===== config.mk =====
export PLATFORM = sky130hd
export DESIGN_NAME = alu_issue_arbiter_flat
export DESIGN_NICKNAME = d
export VERILOG_FILES = /design/src/rtl/alu_issue_arbiter_if.sv /design/src/rtl/alu_issue_arbiter.sv /design/src/flat_wrapper.sv
export SDC_FILE = /design/constraint.sdc
export NUM_CORES = 1
export LEC_CHECK = 0
export BUFFER_PORTS_ARGS = -buffer_cell sky130_fd_sc_hd__buf_2
export CAP_MARGIN = 30
export CORE_AREA = 5 5 167 169
export DETAILED_ROUTE_END_ITERATION = 6
export DIE_AREA = 0 0 172 174
export PLACE_DENSITY = 0.62
export SLEW_MARGIN = 10
export SYNTH_ARGS = -nofsm -noshare
export SYNTH_HDL_FRONTEND = slang
export SYNTH_SLANG_ARGS = --single-unit

===== constraint.sdc =====
create_clock -name clk -period 1.6 [get_ports clk]
set_input_delay 0.16 -clock clk [delete_from_list [all_inputs] [get_ports clk]]
set_output_delay 0.16 -clock clk [all_outputs]
set_load 0.02 [all_outputs]

===== src/rtl/alu_issue_arbiter_if.sv =====
// -----------------------------------------------------------------------------
// alu_issue_arbiter_if
// Bundles the signals between the ALU issue arbiter and its surroundings:
// the four reservation stations, the shared ALU and the common data bus.
//
// Signal summary (direction as seen by the arbiter, i.e. the master modport):
//   rs_req     in   [3:0]        per-station issue request, bit i = station i
//   rs_tag     in   [3:0][2:0]   ROB tag of each station's ready instruction
//   rs_a/rs_b  in   [3:0][31:0]  per-station resolved operands
//   rs_funct3  in   [3:0][2:0]   per-station ALU funct3
//   rs_funct7  in   [3:0]        per-station ALU funct7 select bit
//   rs_grant   out  [3:0]        one-hot grant pulse to the winning station
//   alu_start  out               one-cycle ALU launch pulse
//   alu_a/b    out  [31:0]       latched ALU operands
//   alu_funct3 out  [2:0]        latched ALU funct3
//   alu_funct7 out               latched ALU funct7 bit
//   alu_done   in                ALU result valid (one-cycle pulse)
//   alu_result in   [31:0]       ALU result, valid with alu_done
//   cdb_req    out               request to broadcast on the CDB
//   cdb_ack    in                CDB accepted the broadcast this cycle
//   cdb_tag    out  [2:0]        broadcast ROB tag
//   cdb_data   out  [31:0]       broadcast result
//   busy       out               arbiter is not idle
// -----------------------------------------------------------------------------
interface alu_issue_arbiter_if;
  logic [3:0]        rs_req;
  logic [3:0][2:0]   rs_tag;
  logic [3:0][31:0]  rs_a;
  logic [3:0][31:0]  rs_b;
  logic [3:0][2:0]   rs_funct3;
  logic [3:0]        rs_funct7;
  logic [3:0]        rs_grant;

  logic              alu_start;
  logic [31:0]       alu_a;
  logic [31:0]       alu_b;
  logic [2:0]        alu_funct3;
  logic              alu_funct7;
  logic              alu_done;
  logic [31:0]       alu_result;

  logic              cdb_req;
  logic              cdb_ack;
  logic [2:0]        cdb_tag;
  logic [31:0]       cdb_data;

  logic              busy;

  // Arbiter side.
  modport master (
    input  rs_req, rs_tag, rs_a, rs_b, rs_funct3, rs_funct7,
    output rs_grant,
    output alu_start, alu_a, alu_b, alu_funct3, alu_funct7,
    input  alu_done, alu_result,
    output cdb_req, cdb_tag, cdb_data,
    input  cdb_ack,
    output busy
  );

  // Environment side: stations, ALU and CDB.
  modport slave (
    output rs_req, rs_tag, rs_a, rs_b, rs_funct3, rs_funct7,
    input  rs_grant,
    input  alu_start, alu_a, alu_b, alu_funct3, alu_funct7,
    output alu_done, alu_result,
    input  cdb_req, cdb_tag, cdb_data,
    output cdb_ack,
    input  busy
  );
endinterface


===== src/rtl/alu_issue_arbiter.sv =====
// -----------------------------------------------------------------------------
// alu_issue_arbiter
// Arbitrates four reservation stations onto a single ALU with round-robin
// fairness, launches the chosen operation, waits for the ALU result and then
// broadcasts the result with its ROB tag on the common data bus.
//
// One operation is in flight at a time: IDLE -> EXEC -> BCAST -> IDLE, so the
// tightest issue-to-issue spacing is three cycles.
//
// Ports:
//   clk  rising-edge clock
//   rst  synchronous, active-high reset
//   bus  alu_issue_arbiter_if.master (station, ALU and CDB signals)
// -----------------------------------------------------------------------------
module alu_issue_arbiter (
  input  logic                  clk,
  input  logic                  rst,
  alu_issue_arbiter_if.master   bus
);

  typedef enum logic [1:0] {
    IDLE  = 2'd0,
    EXEC  = 2'd1,
    BCAST = 2'd2
  } state_t;

  // Control state.
  state_t       r_state;
  logic [1:0]   r_rr_ptr;   // station scanned first in the next arbitration
  logic [2:0]   r_tag;      // ROB tag of the operation in flight

  // Registered outputs.
  logic [3:0]   r_grant;
  logic         r_start;
  logic [31:0]  r_alu_a;
  logic [31:0]  r_alu_b;
  logic [2:0]   r_alu_funct3;
  logic         r_alu_funct7;
  logic         r_cdb_req;
  logic [2:0]   r_cdb_tag;
  logic [31:0]  r_cdb_data;

  // Arbitration result.
  logic         w_found;
  logic [1:0]   w_winner;

  // ---------------------------------------------------------------------------
  // Round-robin pick: the first requesting station starting at r_rr_ptr and
  // wrapping modulo 4. The 2-bit index wraps naturally.
  // ---------------------------------------------------------------------------
  always_comb begin
    logic [1:0] idx;
    // NOTE: every variable gets a default before the loop so that no path
    // leaves it unassigned, which would otherwise infer a latch.
    w_found  = 1'b0;
    w_winner = r_rr_ptr;
    idx      = r_rr_ptr;
    for (int k = 0; k < 4; k++) begin
      idx = r_rr_ptr + 2'(k);
      if (!w_found && bus.rs_req[idx]) begin
        w_found  = 1'b1;
        w_winner = idx;
      end
    end
  end

  // ---------------------------------------------------------------------------
  // Issue FSM with registered outputs.
  // rs_grant / alu_start default low every cycle and are only raised on the
  // IDLE->EXEC edge, which makes them single-cycle pulses in the first EXEC
  // cycle. alu_* operands hold until the next grant; cdb_tag/cdb_data hold
  // until the next result is captured.
  // ---------------------------------------------------------------------------
  // NOTE: sequential state is written with non-blocking assignments so every
  // register samples values from before the edge, independent of statement
  // order.
  always_ff @(posedge clk) begin
    if (rst) begin
      r_state      <= IDLE;
      r_rr_ptr     <= 2'd0;
      r_tag        <= 3'd0;
      r_grant      <= 4'd0;
      r_start      <= 1'b0;
      r_alu_a      <= 32'd0;
      r_alu_b      <= 32'd0;
      r_alu_funct3 <= 3'd0;
      r_alu_funct7 <= 1'b0;
      r_cdb_req    <= 1'b0;
      r_cdb_tag    <= 3'd0;
      r_cdb_data   <= 32'd0;
    end else begin
      r_grant <= 4'd0;
      r_start <= 1'b0;

      unique case (r_state)
        IDLE: begin
          // alu_done and cdb_ack are deliberately not looked at here.
          if (w_found) begin
            r_alu_a      <= bus.rs_a[w_winner];
            r_alu_b      <= bus.rs_b[w_winner];
            r_alu_funct3 <= bus.rs_funct3[w_winner];
            r_alu_funct7 <= bus.rs_funct7[w_winner];
            r_tag        <= bus.rs_tag[w_winner];
            r_grant      <= 4'b0001 << w_winner;
            r_start      <= 1'b1;
            r_rr_ptr     <= w_winner + 2'd1;
            r_state      <= EXEC;
          end
        end

        EXEC: begin
          // New requests wait; the ALU may finish as early as the launch cycle.
          if (bus.alu_done) begin
            r_cdb_data <= bus.alu_result;
            r_cdb_tag  <= r_tag;
            r_cdb_req  <= 1'b1;
            r_state    <= BCAST;
          end
        end

        BCAST: begin
          if (bus.cdb_ack) begin
            r_cdb_req <= 1'b0;
            r_state   <= IDLE;
          end
        end

        default: begin
          r_cdb_req <= 1'b0;
          r_state   <= IDLE;
        end
      endcase
    end
  end

  // ---------------------------------------------------------------------------
  // Output drive.
  // ---------------------------------------------------------------------------
  assign bus.rs_grant   = r_grant;
  assign bus.alu_start  = r_start;
  assign bus.alu_a      = r_alu_a;
  assign bus.alu_b      = r_alu_b;
  assign bus.alu_funct3 = r_alu_funct3;
  assign bus.alu_funct7 = r_alu_funct7;
  assign bus.cdb_req    = r_cdb_req;
  assign bus.cdb_tag    = r_cdb_tag;
  assign bus.cdb_data   = r_cdb_data;
  assign bus.busy       = (r_state != IDLE);

endmodule


===== src/flat_wrapper.sv =====
// flat-port wrapper written by rule: the top's interface ports become plain ports
module alu_issue_arbiter_flat 
  (clk, rst, bus_rs_req, bus_rs_tag, bus_rs_a, bus_rs_b, bus_rs_funct3, bus_rs_funct7, bus_rs_grant, bus_alu_start, bus_alu_a, bus_alu_b, bus_alu_funct3, bus_alu_funct7, bus_alu_done, bus_alu_result, bus_cdb_req, bus_cdb_tag, bus_cdb_data, bus_cdb_ack, bus_busy);
  alu_issue_arbiter_if bus_i ();
  input  logic clk;
  input  logic rst;
  input wire logic [$bits(bus_i.rs_req)-1:0] bus_rs_req;
  input wire logic [$bits(bus_i.rs_tag)-1:0] bus_rs_tag;
  input wire logic [$bits(bus_i.rs_a)-1:0] bus_rs_a;
  input wire logic [$bits(bus_i.rs_b)-1:0] bus_rs_b;
  input wire logic [$bits(bus_i.rs_funct3)-1:0] bus_rs_funct3;
  input wire logic [$bits(bus_i.rs_funct7)-1:0] bus_rs_funct7;
  output wire logic [$bits(bus_i.rs_grant)-1:0] bus_rs_grant;
  output wire logic [$bits(bus_i.alu_start)-1:0] bus_alu_start;
  output wire logic [$bits(bus_i.alu_a)-1:0] bus_alu_a;
  output wire logic [$bits(bus_i.alu_b)-1:0] bus_alu_b;
  output wire logic [$bits(bus_i.alu_funct3)-1:0] bus_alu_funct3;
  output wire logic [$bits(bus_i.alu_funct7)-1:0] bus_alu_funct7;
  input wire logic [$bits(bus_i.alu_done)-1:0] bus_alu_done;
  input wire logic [$bits(bus_i.alu_result)-1:0] bus_alu_result;
  output wire logic [$bits(bus_i.cdb_req)-1:0] bus_cdb_req;
  output wire logic [$bits(bus_i.cdb_tag)-1:0] bus_cdb_tag;
  output wire logic [$bits(bus_i.cdb_data)-1:0] bus_cdb_data;
  input wire logic [$bits(bus_i.cdb_ack)-1:0] bus_cdb_ack;
  output wire logic [$bits(bus_i.busy)-1:0] bus_busy;
  assign bus_i.rs_req = bus_rs_req;
  assign bus_i.rs_tag = bus_rs_tag;
  assign bus_i.rs_a = bus_rs_a;
  assign bus_i.rs_b = bus_rs_b;
  assign bus_i.rs_funct3 = bus_rs_funct3;
  assign bus_i.rs_funct7 = bus_rs_funct7;
  assign bus_rs_grant = bus_i.rs_grant;
  assign bus_alu_start = bus_i.alu_start;
  assign bus_alu_a = bus_i.alu_a;
  assign bus_alu_b = bus_i.alu_b;
  assign bus_alu_funct3 = bus_i.alu_funct3;
  assign bus_alu_funct7 = bus_i.alu_funct7;
  assign bus_i.alu_done = bus_alu_done;
  assign bus_i.alu_result = bus_alu_result;
  assign bus_cdb_req = bus_i.cdb_req;
  assign bus_cdb_tag = bus_i.cdb_tag;
  assign bus_cdb_data = bus_i.cdb_data;
  assign bus_i.cdb_ack = bus_cdb_ack;
  assign bus_busy = bus_i.busy;
  alu_issue_arbiter u_core (.clk(clk), .rst(rst), .bus(bus_i));
endmodule

* After elaboration in Yosys (flattened, before gate mapping)
Cells that the tools add are included.
Storage, ports and cells: output and inout bits 110, bits in registers 116
Operators by class: shift operators 1, order comparisons 5, $add $sub $neg 4, bitwise logic cells 2, reduce and logical (&&, ||, !) cells 14, mux-type cells 33, equal/unequal tests 5
Operators with widths (number):
- $bmux W32 S2 | 2
- $mux W32 | 2
- $lt A2 B3 Y1 const B | 5
- $bmux W3 S2 | 2
- $mux W1 | 12
- $mux W2 | 6
- $bmux W1 S2 | 5
- $mux W3 | 2
- $pmux W2 S3 | 1
- $reduce_and A3 Y1 | 2
- $add A2 B1 Y2 const B | 2
- $add A2 B2 Y2 const B | 2
- $ne A2 B2 Y1 const B | 2
- $reduce_and A2 Y1 | 2
- $shl A1 B2 Y4 const A | 1
- $logic_and A1 B1 Y1 | 3
- $logic_not A1 Y1 | 3
- $pmux W1 S3 | 1
- $reduce_or A3 Y1 | 1
- $eq A2 B1 Y1 const B | 1
- $eq A2 B2 Y1 const B | 1
- $logic_not A2 Y1 | 1
- $ne A2 B1 Y1 const B | 1
- $not A1 Y1 | 2
- other kinds (2) | 2

* Depth between registers and ports, before layout
Gate-level depths: netlist of the first run.
word-level depth 14, depth in mapped cells 9, mapped depth without buffers 5

* Worst setup path before layout of the first run
No wires, ideal clock.
kind register -> register, start point register u_core.r_rr_ptr[1], end point register u_core.r_alu_a[0], in the netlist u_core.bus.alu_a[0], path slack -0.129 ns, arrival 1.651 ns, data required time 1.521 ns, library setup time 0.079 ns, cell stages (with the launch flop) 10, path buffers 4, cell sequence dfxtp_1 > buf_2 > nor3_2 > nor4_4 > or2_1 > buf_2 > nand2b_4 > buf_6 > buf_6 > o221ai_2
On the way: longest elaborated chain between the ends 14, elaborated cells between the ends (all ways) 27
Ends and longest elaborated chain:
- from (decl) | line alu_issue_arbiter.sv:29 | logic [1:0] r_rr_ptr;
- from (signal assigned) | line alu_issue_arbiter.sv:106 | r_rr_ptr <= w_winner + 2'd1;
- branches (longest 14 deep; another with $add A2 B1 Y2)
- to (signal assigned) | line alu_issue_arbiter.sv:99 | r_alu_a <= bus.rs_a[w_winner];
- to (decl) | line alu_issue_arbiter.sv:35 | logic [31:0] r_alu_a;
Several ways; the timed one is not identified. The select of a mux whose other input is x is not followed. A chain may end at the register's enable or synchronous reset.

* Worst setup path after layout of the first run
start point register u_core.r_rr_ptr[0], end point register u_core.r_rr_ptr[1]
On the way: longest elaborated chain between the ends 13, elaborated cells between the ends (all ways) 26
Ends and longest elaborated chain:
- branches (longest 13 deep; another with $add A2 B1 Y2)
Several ways; the timed one is not identified. The select of a mux whose other input is x is not followed.

==> metrics.md, run 1 <==
| Metric | Value |
|---|---|
| Placement Rows | 60 |
| Worst EP arrival | 2.09 ns |
| Seq cells post-synth | 116 |
| Final setup fails | 72 |
| F_max | 566 MHz |
| Die width | 172 um |
| N_diodes | 0 |
| LEAKAGE | 0.00512 uW |
| Slew Limit Fails | 0 |
| Post-synth cell types | 45 |
| Worst slack, placed | -0.341 ns |
| First-pass GRT wire length | 40600 um |
| CP max-delay cell | or4b_2 |
| Synthesized area per cell | 9.43 um2 |
| Synth Warn # | 0 |
| Initial Util | 23.2% |
| WP data required | 1.92 ns |
| Status | complete, but fails checks |
| Core area | 26400 um2 |
| Async SR Flop Fraction | 0% |
| Vias/cell | 4.74 |
| Comb pwr share | 37.2% |
| Critical-path cell list | nor2b_4 -> or4b_2 -> o311ai_4 -> clkbuf_16 -> a211oi_2 -> nor3_1 |
| Total grt overflow | 0 |
| Share of the yosys chip area belonging to registers | 37.9% |
| Clock period minus final worst setup slack | 1.77 ns |
| Met2 routed WL | 14000 um |
| Mapped Cells | 649 |
| Placed Instances | 1413 |
| VDD IR max | 0.598 mV |
| Final worst-path cycle share | 110% |
| Clock power frac | 33.3% |
| Htree depth | 4 |
| Commonest non-fill, non-tap cells in the layout | 433 x buf_2, 129 x nand2_1, 114 x dfxtp_1, 61 x mux2i_1, 57 x dlygate4sd3_1 |
| Vias in the first global route | 7495 |
| HP Class | in2reg |
| Wl on met1 | 10900 um |
| P per Cell Area | 1080 nW/um2 |
| Final #Nets | 1489 |
| Unrepaired setup endpoints after global routing | true |
| Antenna violations before repair | 0 |
| Area of the die | 29900 um2 |
| Synth top area cells | dfxtp_1 38%, mux2i_1 18%, o221ai_2 9.8% |
| Least-Margin Pin Slew | 0.426 ns |
| Skew-Pair Late Insertion Delay | 0.41 ns |
| Design Area, Final | 11000 um2 |
| Met3 routed WL | 2200 um |
| CP startpoint kind | register |
| Share of power burned in registers | 29.5% |
| ANT nets after route | 0 |
| Routability cong. | 0.875 |
| Final WL | 27900 um |
| Sw Ratio | 32.6% |
| Sw power | 3850 uW |
| Dpl hpwl | 19100 um |
| TritonCTS buffer count | 17 |
| Crit path largest cell delay | 0.65 ns |
| EDFF count, synth | 0 |
| Root Buffer | clkbuf_16 |
| Commonest register cell after synthesis | dfxtp_1 |
| Internal power | 7960 uW |
| CTS Buffer Depth | 2 |
| Layout area overhead | 79.5% |
| Top cell type by total area after synthesis | dfxtp_1 |
| Routed len/inst | 18.4 um |
| DR vias | 7198 |
| Post-Syn Nets | 973 |
| # port buffers | 433 |
| Kind of critical path | reg2reg |
| Commonest non-fill, non-tap cell in the layout | buf_2 |
| Final hold vios | 0 |
| Worst Setup End Kind | register |
| Largest net degree at the start of global routing | 41 |
| Cell area after synthesis | 6120 um2 |
| Tot Pwr | 11800 uW |
| GRT Total Usage | 17.1% |
| Residual DRC | 0 |
| Clock sink count | 116 |
| Worst setup margin | -0.166 ns |
| Max-cap check violation count | 0 |
| Max Used Layer | met4 |
| Layout cells sized above 1 | 54.2% |
| I/O Pins | 434 |
| Placed cell area | 8950 um2 |
| Top cell type's share of synthesized area | 37.9% |
| Crit path max fanout | 5 |
| Die height | 174 um |
| CP Buf/Inv Count | 1 |
| Worst Clk Skew | 0.0108 ns |
| Top Family by Delay on Critical Path | simple AND/OR/NAND/NOR gates |
| Clock slew at reported path FFs | 0.06 ns |
| Fin cells | 1518 |
| Detailed Route Iter0 Violations | 265 |
| DRT Pass-1 Iters | 4 |
| CTS tree | built |
| Normalized max-slew margin | 71.6% |
| Failing checks | negative setup slack |
state kept, by name, indices dropped and copies added, names as in the netlist:
register	flops
u_core.bus.alu_b	32
u_core.r_rr_ptr	2
u_core.bus.cdb_tag	3
u_core.r_tag	3
u_core.bus.alu_a	32
u_core.bus.alu_funct7	1
u_core.r_state	2
u_core.bus.cdb_data	32
u_core.bus.alu_funct3	3
u_core.bus.cdb_req	1
u_core.bus.alu_start	1
u_core.bus.rs_grant	4
cell families (layout without fill, tap and decap cells):
logic type | count (synthesis) | after routing | share of synthesized area (%)
compound gates | 152 | 152 | 22.2
flops | 116 | 116 | 37.9
buf+inv | 62 | 590 | 5.64
mux | 109 | 109 | 17.8
simple gates | 210 | 210 | 16.4
power groups by stage:
stage          Combinational [uW]  Clock [uW]  Sequential (uW)
3_5_place_dp                 3410           0             3530
3_3_place_gp                 3370           0             3520
6_report                     4400        3930             3480
5_1_grt                      4660        4190             3520
4_1_cts                      4140        4060             3480
2_1_floorplan                1610           0             3930
path summary, 6_finish.rpt:
kind                                      startpoint                                  to  slack [ns]  cells after the start
setup / recovery     u_core.r_rr_ptr[0]$_SDFFE_PP0P_     u_core.r_rr_ptr[1]$_SDFFE_PP0P_       -0.17                      6
hold / removal                          bus_rs_b[42]   u_core.bus.alu_b[10]$_SDFFE_PP0P_        0.02                      3
hold reg to reg   u_core.bus.cdb_tag[2]$_SDFFE_PP0P_  u_core.bus.cdb_tag[2]$_SDFFE_PP0P_        0.45                      2
setup reg to reg     u_core.r_rr_ptr[0]$_SDFFE_PP0P_     u_core.r_rr_ptr[1]$_SDFFE_PP0P_       -0.17                      6
routing by layer:
metal	vias up	global-route usage [%]
li1	3454	-
met1	3355	19.6
met2	339	30.3
met3	50	4.21
met4	0	6.71
met5	-	0
Yosys cell counts (8+ instances only):
| library cell | n |
|---|---|
| o21ai_0 | 13 |
| buf_6 | 8 |
| buf_2 | 27 |
| dfxtp_1 | 116 |
| nand3_1 | 18 |
| a21oi_1 | 38 |
| clkbuf_1 | 19 |
| o221ai_1 | 14 |
| nor2_1 | 11 |
| nand2_1 | 129 |
| mux2i_1 | 109 |
| nor3b_1 | 16 |
| a32oi_1 | 17 |
| nand4_1 | 17 |
| o21a_1 | 17 |
| o221ai_2 | 40 |
tightest hold or removal path, stage by stage:
cell and delay, ns:
buf_2 0.08, a32oi_1 0.08, nand3_1 0.07
final cells by class:
| class | count | area, um2 |
|---|---|---|
| clock inverters | 9 | 129 |
| fillers | 2506 | 15400 |
| flip-flops and latches | 116 | 2330 |
| repair buffers | 557 | 3730 |
| clock buffers | 22 | 464 |
| inverters | 2 | 7.51 |
| multi-input cells | 471 | 3890 |
| well taps | 341 | 427 |
stage by stage:
stage,hold WS (ns),util [%],TNS [ns]
after floorplan,0.278,-,-5.36
after global placement,0.383,33.9,-16.11
after detailed placement,0.401,33.9,-20.01
after CTS,0.000387,40.5,-8.99
after global routing,0.0118,41.6,-12.05
final,0.0222,41.6,-8.11
what timing repair did:
| action | in CTS | in global routing |
|---|---|---|
| endpoints found under the hold margin | 49 | 0 |
| cloned | 7 | 4 |
| pin swaps | 24 | 8 |
| setup endpoints to repair | 76 | 85 |
| setup buffers | 5 | 3 |
| hold buffers | 57 | 0 |
| resized for setup | 76 | 38 |
(Power assumes the default switching activity.)
==> run 2, diff against run 1 <==
Settings changed: CORE_AREA 5 5 167 169 to 5 5 164 166, DIE_AREA 0 0 172 174 to 0 0 169 171, PLACE_DENSITY 0.62 to 0.61.
Clock period 1.6 ns to 2.05 ns, I/O delays scaled along.
==> run 2 against run 1 <==
The run now ends clean. Core utilization decreased by 4.7 points. Total power decreased by 31%. Global-route usage decreased by 2.0 points. Via count decreased by 8.0%. Wire length decreased by 16%. First-iteration DRC count decreased by 6.8%. Combinational power decreased by 41%. Count of clock-buffer cells in the layout decreased by 2. Register-to-register slack improved by 0.33 ns. Worst setup slack improved by 0.33 ns. Critical path depth increased by 1. Die area decreased by 3.4%. Critical endpoint is now u_core.bus.alu_a[9]$_SDFFE_PP0P_. Largest cell class unchanged. Largest power group is now clock. Highest routed layer is now met5.
==> metrics.md, run 2 (same netlist as run 1, synthesis figures left out) <==
| Metric | Value |
|---|---|
| Worst slack, placed | 0.0440 ns |
| Normalized max-slew margin | 73.7% |
| Kind of critical path | reg2reg |
| Final hold vios | 0 |
| Skew-Pair Late Insertion Delay | 0.41 ns |
| Core area | 25500 um2 |
| # port buffers | 433 |
| TritonCTS buffer count | 17 |
| Layout cells sized above 1 | 51.0% |
| I/O Pins | 434 |
| LEAKAGE | 0.00466 uW |
| First-pass GRT wire length | 34900 um |
| Status | finished, final reports clean |
| Residual DRC | 0 |
| Unrepaired setup endpoints after global routing | false |
| Final WL | 23500 um |
| Met3 routed WL | 2230 um |
| CTS tree | built |
| Fin cells | 1425 |
| GRT Total Usage | 15.1% |
| CP Buf/Inv Count | 2 |
| DRT Pass-1 Iters | 4 |
| Top Family by Delay on Critical Path | simple AND/OR/NAND/NOR gates |
| Design Area, Final | 9390 um2 |
| P per Cell Area | 870 nW/um2 |
| Routability cong. | 0.839 |
| Total grt overflow | 0 |
| Worst Clk Skew | 0.0128 ns |
| F_max | 530 MHz |
| ANT nets after route | 0 |
| Clock sink count | 116 |
| N_diodes | 0 |
| CTS Buffer Depth | 2 |
| Clock power frac | 35.1% |
| Area of the die | 28900 um2 |
| Worst EP arrival | 2.16 ns |
| Hold path cells | 3 |
| Final setup fails | 0 |
| Routed len/inst | 16.5 um |
| Detailed Route Iter0 Violations | 247 |
| VDD IR max | 0.449 mV |
| Vias in the first global route | 6648 |
| HP Class | in2reg |
| Initial Util | 24.0% |
| Internal power | 5450 uW |
| Worst setup margin | 0.162 ns |
| Commonest non-fill, non-tap cells in the layout | 433 x buf_2, 129 x nand2_1, 116 x dfxtp_1, 109 x mux2i_1, 40 x o221ai_2 |
| Least-Margin Pin Slew | 0.394 ns |
| Antenna violations before repair | 2 |
| Root Buffer | clkbuf_16 |
| Layout area overhead | 53.5% |
| Worst Setup End Kind | register |
| Vias/cell | 4.65 |
| Clock period minus final worst setup slack | 1.89 ns |
| Placed Instances | 1394 |
| Tot Pwr | 8170 uW |
| Critical-path cell list | nor2b_1 -> o21ai_2 -> nand3_4 -> buf_12 -> buf_12 -> mux2i_1 -> o221ai_2 |
| DR vias | 6624 |
| Die width | 169 um |
| Max Used Layer | met5 |
| Most Frequent Cell on Critical Path | buf_12 |
| Met2 routed WL | 11800 um |
| Largest net degree at the start of global routing | 38 |
| Share of power burned in registers | 33.1% |
| Clock slew at reported path FFs | 0.06 ns |
| Crit path largest cell delay | 0.36 ns |
| Final #Nets | 1402 |
| Dpl hpwl | 18500 um |
| Sw power | 2720 uW |
| Final worst-path cycle share | 92.1% |
| Slew Limit Fails | 0 |
| CP startpoint kind | register |
| Sw Ratio | 33.3% |
| CP max-delay cell | dfxtp_1 |
| Commonest non-fill, non-tap cell in the layout | buf_2 |
| Die height | 171 um |
| Crit path max fanout | 28 |
| Reg2reg path depth | 7 |
| Htree depth | 4 |
| Placement Rows | 59 |
| Wl on met1 | 9090 um |
| Levels on crit path | 7 |
| Max-cap check violation count | 0 |
| Comb pwr share | 31.8% |
| WP data required | 2.32 ns |
| Placed cell area | 8820 um2 |
| Fillers | 2600 |
==> run 2: cell types whose count changed in the layout (fill, tap and decap cells not counted), sizes merged <==
cell,change
dlygate4sd3,-57
clkinvlp,+3
inv,+1
bufinv,-2
buf,-27
clkbuf,-5
==> run 2: worst min-delay path, cell delays in order <==
cell	delay (ns)
buf_2	0.09
nand2_1	0.04
a21oi_1	0.05
==> run 2: power by group through the flow <==
stage | Clock, uW | Sequential, uW | Combinational [uW]
floorplan | 0 | 3060 | 1250
global placement | 0 | 2740 | 2600
detailed placement | 0 | 2740 | 2630
CTS | 2970 | 2700 | 2630
global route | 3070 | 2740 | 2810
finish | 2870 | 2700 | 2600
==> run 2: routing by layer <==
layer | vias up | global-route usage, %
met5 | - | 0
met4 | 2 | 4.31
met3 | 31 | 4.60
met2 | 316 | 27.0
met1 | 3010 | 17.5
li1 | 3265 | -
==> run 2: repair_timing <==
item                       in CTS  in global routing
resized for setup               0                  2
setup endpoints to repair       0                  1
buffers inserted                0                  0
hold buffers                    0                  0
==> run 2: worst paths after layout <==
path	start	endpoint	slack [ns]
hold / removal	bus_alu_result[24]	u_core.bus.cdb_data[24]$_SDFFE_PP0P_	0.03
setup reg to reg	u_core.r_rr_ptr[0]$_SDFFE_PP0P_	u_core.bus.alu_a[9]$_SDFFE_PP0P_	0.16
setup / recovery	u_core.r_rr_ptr[0]$_SDFFE_PP0P_	u_core.bus.alu_a[9]$_SDFFE_PP0P_	0.16
hold reg to reg	u_core.bus.cdb_data[2]$_SDFFE_PP0P_	u_core.bus.cdb_data[2]$_SDFFE_PP0P_	0.45
==> run 2: layout make-up <==
| class | count | area [um2] | area share, % |
|---|---|---|---|
| clock inverter | 11 | 104 | 1.11 |
| timing repair buffer | 470 | 2590 | 27.6 |
| clock buffer | 20 | 467 | 4.97 |
| sequential | 116 | 2320 | 24.7 |
| multi-input combinational | 471 | 3480 | 37.0 |
| tap | 335 | 419 | 4.46 |
| inverter | 2 | 7.51 | 0.0799 |
==> run 2: stage by stage <==
stage / hold slack, ns / utilization [%] / TNS (ns)
2_1_floorplan: 0.323 / - / 0
3_3_place_gp: 0.439 / 34.6 / -0.302
3_5_place_dp: 0.441 / 34.6 / 0
4_1_cts: 0.00607 / 36.9 / 0
5_1_grt: 0.0175 / 36.9 / 0
6_report: 0.0284 / 36.9 / 0
